--- src/rtl/marker_corner_locator.sv ---
// Scans a raster pixel stream for one saturated-red marker per screen quadrant and
// reports each marker's bounding-box centre once per completed frame.
module marker_corner_locator #(
  parameter int         H_ACTIVE = 800,
  parameter int         V_ACTIVE = 600,
  parameter logic [9:0] R_THR    = 10'd640,
  parameter logic [9:0] GB_THR   = 10'd256,
  parameter int         MIN_CNT  = 16
) (
  input  logic        i_clk,
  input  logic        i_rst,
  input  logic        i_frame_start,
  input  logic        i_valid,
  input  logic [31:0] i_data,
  output logic        o_addr_valid,
  output logic        o_found,
  output logic [19:0] o_ul_addr,
  output logic [19:0] o_ur_addr,
  output logic [19:0] o_dl_addr,
  output logic [19:0] o_dr_addr,
  output logic [1:0]  o_state
);

  localparam logic [1:0]  IDLE   = 2'd0;
  localparam logic [1:0]  SCAN   = 2'd1;
  localparam logic [1:0]  REPORT = 2'd2;
  localparam logic [9:0]  H_LAST = 10'(H_ACTIVE - 1);
  localparam logic [9:0]  V_LAST = 10'(V_ACTIVE - 1);
  localparam logic [9:0]  H_HALF = 10'(H_ACTIVE / 2);
  localparam logic [9:0]  V_HALF = 10'(V_ACTIVE / 2);
  localparam logic [16:0] CNT_MIN = 17'(MIN_CNT);

  logic [1:0]  state;
  logic [9:0]  row, col;
  logic [9:0]  min_row [4];
  logic [9:0]  max_row [4];
  logic [9:0]  min_col [4];
  logic [9:0]  max_col [4];
  logic [16:0] cnt     [4];
  logic [9:0]  n_min_row [4];
  logic [9:0]  n_max_row [4];
  logic [9:0]  n_min_col [4];
  logic [9:0]  n_max_col [4];
  logic [16:0] n_cnt     [4];

  logic       take, restart, last, is_marker, found_nxt;
  logic [9:0] pix_row, pix_col, nxt_row, nxt_col;
  logic [1:0] quad;
  logic       unused_bits;

  assign o_state     = state;
  assign unused_bits = &{1'b0, i_data[31:30]};

  // A frame start in IDLE or SCAN both begin a fresh frame at (0,0); REPORT ignores everything.
  assign take      = i_valid & (((state == IDLE) & i_frame_start) | (state == SCAN));
  assign restart   = take & i_frame_start;
  assign pix_row   = restart ? 10'd0 : row;
  assign pix_col   = restart ? 10'd0 : col;
  assign last      = take & (pix_row == V_LAST) & (pix_col == H_LAST);
  assign is_marker = (i_data[29:20] > R_THR) && (i_data[19:10] < GB_THR) && (i_data[9:0] < GB_THR);
  assign quad      = {pix_row >= V_HALF, pix_col >= H_HALF};

  always_comb begin
    nxt_row = pix_row;
    nxt_col = pix_col + 10'd1;
    if (pix_col == H_LAST) begin
      nxt_col = 10'd0;
      nxt_row = pix_row + 10'd1;
    end
  end

  // Accumulator values including the current pixel, so the last pixel counts in the report.
  always_comb begin
    found_nxt = 1'b1;
    for (int q = 0; q < 4; q++) begin
      n_min_row[q] = restart ? 10'h3ff : min_row[q];
      n_max_row[q] = restart ? 10'h000 : max_row[q];
      n_min_col[q] = restart ? 10'h3ff : min_col[q];
      n_max_col[q] = restart ? 10'h000 : max_col[q];
      n_cnt[q]     = restart ? 17'd0   : cnt[q];
      if (take && is_marker && (quad == q[1:0])) begin
        if (pix_row < n_min_row[q]) n_min_row[q] = pix_row;
        if (pix_row > n_max_row[q]) n_max_row[q] = pix_row;
        if (pix_col < n_min_col[q]) n_min_col[q] = pix_col;
        if (pix_col > n_max_col[q]) n_max_col[q] = pix_col;
        if (n_cnt[q] != 17'h1ffff) n_cnt[q] = n_cnt[q] + 17'd1;
      end
      if (n_cnt[q] < CNT_MIN) found_nxt = 1'b0;
    end
  end

  function automatic logic [9:0] mid(input logic [9:0] a, input logic [9:0] b);
    logic [10:0] s;
    s = {1'b0, a} + {1'b0, b};
    return s[10:1];
  endfunction

  always_ff @(posedge i_clk or posedge i_rst) begin
    if (i_rst) begin
      state        <= IDLE;
      row          <= 10'd0;
      col          <= 10'd0;
      o_addr_valid <= 1'b0;
      o_found      <= 1'b0;
      o_ul_addr    <= 20'd0;
      o_ur_addr    <= 20'd0;
      o_dl_addr    <= 20'd0;
      o_dr_addr    <= 20'd0;
      for (int q = 0; q < 4; q++) begin
        min_row[q] <= 10'h3ff;
        max_row[q] <= 10'h000;
        min_col[q] <= 10'h3ff;
        max_col[q] <= 10'h000;
        cnt[q]     <= 17'd0;
      end
    end else begin
      o_addr_valid <= 1'b0;
      case (state)
        IDLE, SCAN: begin
          if (take) begin
            if (last) begin
              state        <= REPORT;
              row          <= 10'd0;
              col          <= 10'd0;
              o_addr_valid <= 1'b1;
              o_found      <= found_nxt;
              if (found_nxt) begin
                o_ul_addr <= {mid(n_min_row[0], n_max_row[0]), mid(n_min_col[0], n_max_col[0])};
                o_ur_addr <= {mid(n_min_row[1], n_max_row[1]), mid(n_min_col[1], n_max_col[1])};
                o_dl_addr <= {mid(n_min_row[2], n_max_row[2]), mid(n_min_col[2], n_max_col[2])};
                o_dr_addr <= {mid(n_min_row[3], n_max_row[3]), mid(n_min_col[3], n_max_col[3])};
              end
              for (int q = 0; q < 4; q++) begin
                min_row[q] <= 10'h3ff;
                max_row[q] <= 10'h000;
                min_col[q] <= 10'h3ff;
                max_col[q] <= 10'h000;
                cnt[q]     <= 17'd0;
              end
            end else begin
              state <= SCAN;
              row   <= nxt_row;
              col   <= nxt_col;
              for (int q = 0; q < 4; q++) begin
                min_row[q] <= n_min_row[q];
                max_row[q] <= n_max_row[q];
                min_col[q] <= n_min_col[q];
                max_col[q] <= n_max_col[q];
                cnt[q]     <= n_cnt[q];
              end
            end
          end
        end
        REPORT:  state <= IDLE;
        default: state <= IDLE;
      endcase
    end
  end

endmodule

--- config.mk ---
export PLATFORM = sky130hd
export DESIGN_NAME = marker_corner_locator
export DESIGN_NICKNAME = d
export VERILOG_FILES = /design/src/rtl/marker_corner_locator.sv
export SDC_FILE = /design/constraint.sdc
export NUM_CORES = 1
export LEC_CHECK = 0
export ABC_AREA = 1
export CAP_MARGIN = 40
export CORE_AREA = 2 2 213 215
export DETAILED_ROUTE_END_ITERATION = 10
export DIE_AREA = 0 0 215 217
export DONT_BUFFER_PORTS = 1
export PLACE_DENSITY = 0.77
export SLEW_MARGIN = 20
export SYNTH_ARGS = -nofsm -noshare
export SYNTH_HDL_FRONTEND = slang
export SYNTH_SLANG_ARGS = --single-unit
--- constraint.sdc ---
create_clock -name i_clk -period 12.7 [get_ports i_clk]
set_input_delay 3.175 -clock i_clk [delete_from_list [all_inputs] [get_ports i_clk]]
set_output_delay 3.175 -clock i_clk [all_outputs]
set_load 0.05 [all_outputs]
==> run_results.csv <==
group,metric,value,unit
power_and_ir_drop,power_frac_comb,0.109,
placement,place_congestion,0.906,
synth,syn_inst,3808,
placement,io_buffers,0,
setup_path,worstSetupEndpointType,"register",
placement,hpwl,47.8,mm
setup_path,crit_required,13120,ps
synth,ys.flop_type,"dfrtp_1",
global_routing,grt_pass1_vias,22000,
route,drt_iter0_drc,2256,
final_layout,area_delta_synth_final,6.39,%
timing,finalHoldViolations,0,
timing,setup_viol,0,
global_routing,overflow,0,
floorplanning,core-area,44700,µm²
power_and_ir_drop,p_clk_frac,0.468,
synth,synth-seq-cells,332,
clocking,clockBufferDepth,3,
synth,synth_top_family_by_area,"simple AND/OR/NAND/NOR gates",
final_layout,fillerInstances,4140,
route,drtPass1Iterations,6,
clocking,clk_pin_slew,60,ps
floorplanning,floorplan.rows,78,
setup_path,arrival,8940,ps
clocking,htreeDepth,2,
route,wire_per_inst,15.8,µm
timing,fmaxAchievable,117,MHz
route,wirelength,69.2,mm
outcome,status,"finished, final reports clean",
route,avgViaCountPerCell,5.42,
timing,tightest_slew,1060,ps
floorplanning,die_w,215,µm
timing,maxSlewViolCount,0,
setup_path,path_max_fanout,50,
clocking,clock_latency,580,ps
synth,synth_compound_area_frac,0.105,
clocking,cts-resized-gates,0,
placement,pre_cts_ws,3710,ps
synth,synth_nets,4036,
floorplanning,io_pins,120,
synth,synth_xor_area_frac,0.0241,
final_layout,diodes,0,
global_routing,grt_max_degree,182,
setup_path,startpoint_type,"input pin",
clocking,numCtsBuffers,41,
floorplanning,die_h,217,µm
route,vias,23700,
route,drc_errors,0,
timing,relSlewSlack,0.290,
synth,synthMuxAreaShare,0.000871,
timing,finalSetupTns,0,ps
synth,synth-simple-area-share,0.329,
power_and_ir_drop,cell_internal_pwr,1.87,mW
timing,layout_setup_ws,4180,ps
synth,yosysSeqAreaShare,0.325,
synth,synth_enable_flop_cells,0,
synth,syn_area,25900,µm²
clocking,numClockSinks,332,
synth,ys_warn_count,0,
global_routing,grt_use_total,0.298,
synth,synthAdderAreaFrac,0.0952,
clocking,cts-root-buf,"clkbuf_16",
synth,async_flop_share,1.00,
floorplanning,initial_core_util,0.578,
route,ant_nets,0,
power_and_ir_drop,p_switching,0.702,mW
global_routing,grt_antenna_before_repair,1,
power_and_ir_drop,seqPwrFrac,0.423,
clocking,cts_tree,"built",
power_and_ir_drop,power_leakage,16.1,nW
power_and_ir_drop,power.share.switching,0.273,
setup_path,path_class,"in2reg",
run,drv_cap,0,
synth,ys_types,56,
timing,fin_skew,23.5,ps
power_and_ir_drop,powerDensity,93.6,nW/µm²
timing,grt_setup_unrepaired,"false",
timing,fin_crit_sh,0.671,
min_path,hold_class,"reg2reg",
clocking,postCtsSetupRepairBufs,0,
final_layout,drive_above_1_share,0.0698,
timing,period_minus_slack,8520,ps
final_layout,fin_nets,3975,
clocking,hold_buffers,0,
floorplanning,die_area,46700,µm²
power_and_ir_drop,ir_drop,84.1,µV
global_routing,grt_pass1_wl,112,mm
synth,synth.avg_cell_area,6.79,µm²
## cells in the mapped netlist (all sizes together) (33+ instances only)
| library cell | instances | share of area |
|---|---|---|
| o21bai | 46 | 0.014 |
| nor3 | 40 | 0.0086 |
| dfstp | 80 | 0.081 |
| dfrtp | 252 | 0.24 |
| buf | 91 | 0.023 |
| xor2 | 49 | 0.017 |
| nand3 | 317 | 0.064 |
| ha | 184 | 0.089 |
| o21a | 37 | 0.011 |
| nor2 | 394 | 0.059 |
| nand3b | 33 | 0.011 |
| clkbuf | 33 | 0.0049 |
| o21ai | 254 | 0.049 |
| inv | 634 | 0.092 |
| nand2 | 1090 | 0.16 |
| nand4 | 65 | 0.016 |
| a21oi | 90 | 0.018 |
## final cells by class
cell class                 count  area (µm²)  area share
timing repair buffer          20         239     0.00869
clock buffer                  62        1250      0.0454
tap                          600         751      0.0273
sequential                   332        8410       0.306
multi-input combinational   2716       14300       0.521
inverter                     636        2390      0.0871
clock inverter                14         129     0.00469
## stage by stage
| stage | cells | utilization | hold slack, ps | total power [mW] | cell area [µm²] |
|---|---|---|---|---|---|
| 6_report | 4380 | 0.615 | 495 | 2.57 | 27500 |
| 5_1_grt | 4380 | 0.615 | 567 | 2.67 | 27500 |
| 4_1_cts | 4377 | 0.614 | 498 | 2.59 | 27500 |
| 3_5_place_dp | 4301 | 0.583 | 480 | 1.38 | 26100 |
| 3_3_place_gp | 4298 | 0.582 | 475 | 1.37 | 26000 |
| 2_1_floorplan | 3808 | - | 453 | 1.30 | 25900 |
## critical path, cell delays in order
cell	delay [ps]
nand3_4	330
buf_4	450
nand2_1	360
inv_2	260
nand2_1	130
nor2_1	50
nor2_2	260
nand3_1	580
inv_1	640
nand3_1	220
inv_1	370
nand2_1	100
o21ai_0	130
inv_1	100
ha_1	350
inv_1	80
nor2_1	40
o21ai_0	140
nand2_1	90
nand2_1	80
nand2_1	60
a21oi_1	200
inv_1	70
a21oi_1	130
o21bai_1	110
a21o_1	170
a21oi_1	120
o21ai_0	100
## flip-flops by register name, indices dropped and copies added, names as in the netlist
name,cells
max_row,40
row,10
min_col,40
min_row,40
o_dr_addr,20
col,10
o_found,1
o_ul_addr,20
max_col,40
cnt,68
o_state,2
o_dl_addr,20
o_ur_addr,20
o_addr_valid,1
## logic make-up after synthesis
kind of cell               Yosys count
DFF                                332
and+or+nand+nor                   1975
buffers and inverters              760
AOI/OAI and AO/OA                  476
xor gates and xnor gates            71
muxes                                2
adders and majority gates          192
## layout by cell type (no fill, tap or decap), drive strengths merged
cell type / count
a211oi: 1
a21boi: 2
a21o: 22
a21oi: 90
a221oi: 4
a31oi: 1
and2: 1
buf: 20
bufinv: 2
clkbuf: 62
clkinv: 11
clkinvlp: 2
dfrtp: 252
dfstp: 80
fa: 8
ha: 184
inv: 635
mux2: 2
nand2: 1090
nand3: 317
nand3b: 33
nand4: 65
nor2: 394
nor3: 40
nor3b: 1
nor4: 9
o211ai: 3
o21a: 37
o21ai: 254
o21bai: 46
o22ai: 13
o31ai: 3
or2: 24
or4: 1
xnor2: 22
xor2: 49
## power groups by stage
stage	Clock (mW)	Combinational, mW	Sequential [mW]
6_report	1.20	0.281	1.09
5_1_grt	1.26	0.315	1.09
4_1_cts	1.22	0.276	1.09
3_5_place_dp	0	0.275	1.11
3_3_place_gp	0	0.270	1.10
2_1_floorplan	0	0.206	1.10
## worst paths after layout
| path | end | slack (ps) | start | depth (start not counted) |
|---|---|---|---|---|
| max in group asynchronous | min_col[10] | 8150 | i_rst | 4 |
| setup / recovery | o_ur_addr[9] | 4180 | i_valid | 28 |
| setup reg to reg | o_ur_addr[9] | 5990 | o_state[1] | 29 |
| hold / removal | row[1] | 490 | row[1] | 2 |
| hold reg to reg | row[1] | 490 | row[1] | 2 |
| min in group asynchronous | cnt[0] | 2550 | i_rst | 1 |
## layer usage
layer | up-vias | GRT usage | share of wire
met5 | - | 0 | 0
met4 | 0 | 0.118 | 0.040
met3 | 168 | 0.0526 | 0.076
met2 | 807 | 0.472 | 0.44
met1 | 10800 | 0.407 | 0.45
li1 | 11900 | - | -
No activity file was read; power rests on OpenSTA's default activity.
